### src/rtl/matrix_frame_rx.sv
// Serial frame receiver: parses A5/select/data/checksum frames into operand registers
// and answers each complete or rejected frame with an ACK/NAK byte.
module matrix_frame_rx #(
  parameter int WIDTH   = 128,
  parameter int TIMEOUT = 50000
) (
  input  logic             clk,
  input  logic             rst_n,
  input  logic [7:0]       rx_data,
  input  logic             new_rx_data,
  output logic [7:0]       tx_data,
  output logic             new_tx_data,
  input  logic             tx_busy,
  output logic [WIDTH-1:0] mat_a,
  output logic [WIDTH-1:0] mat_b,
  output logic             load_a,
  output logic             load_b,
  output logic             frame_err,
  output logic [2:0]       dbg_state
);

  localparam int NBYTES = WIDTH / 8;
  localparam int CW     = $clog2(NBYTES + 1);
  localparam int TW     = $clog2(TIMEOUT + 1);
  localparam logic [7:0] HDR = 8'hA5;
  localparam logic [7:0] ACK = 8'h06;
  localparam logic [7:0] NAK = 8'h15;

  typedef enum logic [2:0] {IDLE, SEL, DATA, CSUM, SEND} state_t;

  state_t           state, state_next;
  logic [CW-1:0]    byte_cnt;
  logic [7:0]       csum;
  logic [WIDTH-1:0] staging;
  logic             target_b;
  logic [TW-1:0]    idle_cnt;
  logic             in_frame, timed_out, sel_ok, csum_ok, last_data;

  assign dbg_state = state;

  always_comb begin
    in_frame   = (state == SEL) || (state == DATA) || (state == CSUM);
    timed_out  = in_frame && !new_rx_data && (idle_cnt == TW'(TIMEOUT - 1));
    sel_ok     = (rx_data[7:1] == 7'd0);
    csum_ok    = (rx_data == csum);
    last_data  = (byte_cnt == CW'(NBYTES - 1));
    state_next = state;
    unique case (state)
      IDLE: if (new_rx_data && rx_data == HDR) state_next = SEL;
      SEL: begin
        if (new_rx_data)    state_next = sel_ok ? DATA : SEND;
        else if (timed_out) state_next = IDLE;
      end
      DATA: begin
        if (new_rx_data && last_data) state_next = CSUM;
        else if (timed_out)           state_next = IDLE;
      end
      CSUM: begin
        if (new_rx_data)    state_next = SEND;
        else if (timed_out) state_next = IDLE;
      end
      SEND: if (!tx_busy) state_next = IDLE;
      default: state_next = IDLE;
    endcase
  end

  always_ff @(posedge clk or negedge rst_n) begin
    if (!rst_n) begin
      state <= IDLE;
    end else begin
      state <= state_next;
    end
  end

  always_ff @(posedge clk or negedge rst_n) begin
    if (!rst_n) begin
      byte_cnt    <= '0;
      csum        <= '0;
      staging     <= '0;
      target_b    <= 1'b0;
      idle_cnt    <= '0;
      mat_a       <= '0;
      mat_b       <= '0;
      tx_data     <= '0;
      new_tx_data <= 1'b0;
      load_a      <= 1'b0;
      load_b      <= 1'b0;
      frame_err   <= 1'b0;
    end else begin
      new_tx_data <= 1'b0;
      load_a      <= 1'b0;
      load_b      <= 1'b0;
      frame_err   <= 1'b0;
      // Idle counter only runs while a frame is open and no byte arrives.
      if (new_rx_data || !in_frame) idle_cnt <= '0;
      else                          idle_cnt <= idle_cnt + TW'(1);

      if (timed_out) begin
        frame_err <= 1'b1;
        staging   <= '0;
      end

      unique case (state)
        SEL: if (new_rx_data) begin
          if (sel_ok) begin
            byte_cnt <= '0;
            csum     <= rx_data;
            target_b <= rx_data[0];
            staging  <= '0;
          end else begin
            frame_err <= 1'b1;
            tx_data   <= NAK;
          end
        end
        DATA: if (new_rx_data) begin
          staging  <= {staging[WIDTH-9:0], rx_data};
          csum     <= csum ^ rx_data;
          byte_cnt <= byte_cnt + CW'(1);
        end
        CSUM: if (new_rx_data) begin
          if (csum_ok) begin
            if (target_b) begin
              mat_b  <= staging;
              load_b <= 1'b1;
            end else begin
              mat_a  <= staging;
              load_a <= 1'b1;
            end
            tx_data <= ACK;
          end else begin
            frame_err <= 1'b1;
            tx_data   <= NAK;
          end
          staging <= '0;
        end
        SEND: if (!tx_busy) new_tx_data <= 1'b1;
        default: ;
      endcase
    end
  end

endmodule

### config.mk
export PLATFORM = sky130hd
export DESIGN_NAME = matrix_frame_rx
export DESIGN_NICKNAME = d
export VERILOG_FILES = /design/src/rtl/matrix_frame_rx.sv
export SDC_FILE = /design/constraint.sdc
export NUM_CORES = 1
export LEC_CHECK = 0
export CAP_MARGIN = 40
export CORE_AREA = 2 2 246 248
export CTS_BUF_LIST = sky130_fd_sc_hd__clkbuf_2 sky130_fd_sc_hd__clkbuf_4 sky130_fd_sc_hd__clkbuf_8
export DETAILED_ROUTE_END_ITERATION = 7
export DIE_AREA = 0 0 248 250
export HOLD_SLACK_MARGIN = 0.05
export PLACE_DENSITY_LB_ADDON = 0.08
export SKIP_CTS_REPAIR_TIMING = 1
export SYNTH_ARGS = -nofsm -noshare
export SYNTH_HDL_FRONTEND = slang
export SYNTH_SLANG_ARGS = --single-unit
### constraint.sdc
create_clock -name clk -period 2.7 [get_ports clk]
set_clock_uncertainty 0.2 [all_clocks]
set_input_delay 0.27 -clock clk [delete_from_list [all_inputs] [get_ports clk]]
set_output_delay 0.27 -clock clk [all_outputs]
set_load 0.03 [all_outputs]
==> metrics.md, run 1 <==
| Metric | Value |
|---|---|
| Result of the run | `completed` |
| Layout cell share with drive strength beyond 1 | `25.8%` |
| Hold violation count in the final report | `0` |
| Area share of xor/xnor cells in the synthesized design | `1.34%` |
| Worst endpoint required time | `3.02 ns` |
| CTS tree | `built` |
| Cell Rows | `90` |
| Data arrival at the endpoint of the critical path | `2.83 ns` |
| Highest clock rate | `398 MHz` |
| Antenna Violating Nets Remaining | `0` |
| Final Core Density | `39.2%` |
| Synth cell types | `45` |
| Clock Latency Late Sink | `between 0.6 and 0.7 ns` |
| Proportion of synthesized chip area in sequential cells | `60.3%` |
| Endpoint of the lowest-slack register-to-register path | `mat_a[91]` |
| Total number of vias | `11591` |
| Most used standard cells in the synthesized netlist | `dfrtp_1, nand2_1, mux2_2, inv_1, o32ai_1` |
| Total of max-cap violations | `0` |
| Worst Max-Slew Pin Slew | `between 0.5 and 0.6 ns` |
| Number of enable-type register cells in the synthesized netlist | `0` |
| Core Region | `59600 sq um` |
| Fraction of power spent switching nets | `26.7%` |
| Startpoint type of the worst setup path | `register` |
| Longest Clk Path Bufs | `3` |
| Port buffer count | `278` |
| Adder-cell area share of the yosys netlist | `0.213%` |
| Internal power contribution | `10.9 mW` |
| Max-Slew Margin vs Limit | `roughly 60%` |
| I/O pin count | `approximately 280` |
| Die span in y | `250 um` |
| Initial standard-cell utilization of the core | `around 30%` |
| Min-delay worst type | `in2async` |
| Compound-Gate Fraction of Synth Area | `roughly 7.4%` |
| Largest family of logic cells by synthesized area | `multiplexers` |
| Max-slew violation count | `0` |
| Period utilisation layout | `93.0%` |
| Detailed-route DRC error count | `0` |
| Clock H-tree levels | `3` |
| Placed instance count | `2375` |
| Number of antenna violations at the first check in global routing | `1` |
| Syn Inst Count | `1345` |
| Synthesis warning total | `0` |
| Number of standard cells in the final layout excluding fillers | `around 2500` |
| Flip-flop cell with the highest count after synthesis | `dfrtp_1` |
| Leading cell types by total area after synthesis | `dfrtp_1, mux2_2, mux2_4` |
| Global-route wire length before repair | `76.4 mm` |
| Pin count of the biggest net entering global routing | `130` |
| Global-route total usage across every layer | `around 16%` |
| Critical path endpoint category | `register` |
| Number of nets at the end of the flow | `1692` |
| Clock net sink count | `424` |
| Unrepaired setup endpoints after global routing | `no` |
| Time the worst path needs with I/O delays and setup | `2.51 ns` |
| Post-synth top area cell | `dfrtp_1` |
| Net Sw Power | `between 3 and 4 mW` |
| Signed area change from the synthesized netlist to the final layout | `32.7%` |
| Leak | `10.6 nW` |
| Overall routed net length | `50.4 mm` |
| 1st-iter DRT viols | `601` |
| Proportion of power drawn by combinational gates | `around 9%` |
| Power per cell area | `between 600 and 700 nW/um^2` |
| Average size of a mapped cell | `roughly 13 sq um` |
| Via density per instance | `4.61` |
| Fraction of synthesized area in multiplexers | `18.6%` |
| Type of the worst setup path | `reg2reg` |
| Mean routed wirelength per cell | `~20 um` |
| Clk network pwr share | `44.6%` |
| Seq cells post-synth | `around 420` |
| Final HPWL DP | `~33 mm` |
| Area of the mapped netlist | `about 18000 sq um` |
| Number of buffers inserted during clock tree synthesis | `78` |
| Area of the die | `62000 sq um` |
| Register-to-register setup slack | `0.19 ns` |
| Top cell type's share of synthesized area | `60.3%` |
| Reg clk slew, reported paths | `0.06 ns` |
| Final GP Congestion | `0.742` |
| Async set-reset flop share out of synthesis | `100%` |
| Worst ir drop on vdd | `372 uV` |
| Most common cell in the synthesized netlist | `dfrtp_1` |
| Simple-Gate Fraction of Synth Area | `6.33%` |
| Worst reg2reg path depth | `7` |
| Worst flop-to-flop path startpoint | `csum[0]` |
| Total gr overflow | `0` |
| Highest net fanout along the worst path | `35` |
| Number of optimization iterations in the first detailed-route pass | `4` |
| Number of endpoints failing setup at the final stage | `0` |
| DIE WIDTH | `248 um` |
| Power share of the sequential group | `46.5%` |
| CTS Root Cell | `clkbuf_8` |
| Vias in the first global route | `11930` |
power groups by stage:
stage | clock network (mW) | registers (mW) | logic [mW]
5_1_grt | 7.19 | 6.95 | 1.47
6_report | 6.62 | 6.90 | 1.32
3_3_place_gp | 0 | 7.02 | 1.25
4_1_cts | 6.90 | 6.90 | 1.26
3_5_place_dp | 0 | 7.02 | 1.26
2_1_floorplan | 0 | 6.93 | 0.663
how the worst max path moves through the flow:
stage	slack (ns)	startpoint	to	cells past startpoint
4_1_cts	-0.24	dbg_state[0]	dbg_state[0]	2
2_1_floorplan	0.28	idle_cnt[0]	staging[100]	8
3_5_place_dp	-0.27	rx_data[1]	mat_a[89]	8
3_3_place_gp	-0.24	rx_data[0]	mat_a[110]	8
6_report	0.19	csum[0]	mat_a[91]	7
5_1_grt	0.03	csum[0]	mat_a[89]	7
layout make-up:
class	count	area [sq um]
antenna	3	7.51
fill	5721	36200
clock inverter	14	156
inverter	120	450
tap	782	978
multi-input combinational	708	6010
clock buffer	119	1520
timing repair buffer	345	3620
sequential	424	10600
flip-flops by register name (all words and copies together) (netlist names):
register / count
idle_cnt: 16
mat_b: 128
load_b: 1
dbg_state: 3
csum: 8
mat_a: 128
target_b: 1
frame_err: 1
load_a: 1
staging: 128
new_tx_data: 1
tx_data: 3
byte_cnt: 5
cells in the final DEF (no fill, tap or decap), types with 18 or more instances in the layout:
master	n
buf_12	23
a21oi_1	18
nand2_1	160
clkbuf_4	19
nor2_1	20
buf_4	40
mux2_2	137
o21ai_0	28
mux2_4	100
dfrtp_1	423
clkbuf_8	100
mux2_1	20
o32ai_1	115
inv_1	120
clkdlybuf4s50_1	276
critical path, cell delays in order, from the launching register on:
cell and delay (ns):
dfrtp_1 0.42, xnor2_1 0.15, nand4_1 0.20, buf_4 0.22, nor4_4 0.33, buf_4 0.23, buf_12 0.23, mux2_2 0.36
routing by layer:
metal | global-route usage, % | wire [um] | vias up
li1 | - | - | 5362
met1 | 22.0 | 22700 | 5888
met5 | 0 | 0 | -
met3 | 4.63 | 3150 | 70
met2 | 24.6 | 23500 | 271
met4 | 5.47 | 1060 | 0
kinds of logic (layout without fill, tap and decap cells):
family	Yosys count	in the layout
compound gates	169	169
xor+xnor	27	27
fa+ha+maj	3	3
buf+inv	216	598
flops	424	424
mux	257	257
other cells	1	7
simple gates	248	248
metrics by stage:
| step | setup TNS [ns] | setup slack [ns] | total power [mW] | cell area, sq um | hold slack, ns |
|---|---|---|---|---|---|
| after floorplan | 0 | 0.276 | 7.60 | 17600 | -0.226 |
| after global placement | -29.43 | -0.244 | 8.27 | 21600 | -0.0236 |
| after detailed placement | -32.07 | -0.265 | 8.27 | 21600 | -0.0209 |
| after CTS | -0.237 | -0.237 | 15.1 | 23300 | -0.754 |
| after global routing | 0 | 0.0319 | 15.6 | 23400 | 0.0620 |
| final | 0 | 0.188 | 14.8 | 23400 | 0.0691 |
No activity file was read; power rests on OpenSTA's default activity.
==> inputs of run 2 (changes only) <==
--- a/config.mk
+++ b/config.mk
@@ -5,6 +5,7 @@
 export SDC_FILE = /design/constraint.sdc
 export NUM_CORES = 1
 export LEC_CHECK = 0
+export ABC_AREA = 0
 export CAP_MARGIN = 40
 export CORE_AREA = 2 2 246 248
 export CTS_BUF_LIST = sky130_fd_sc_hd__clkbuf_2 sky130_fd_sc_hd__clkbuf_4 sky130_fd_sc_hd__clkbuf_8
==> results of run 2 <==
Final layout, timing and power as in run 1 (identical DEF).
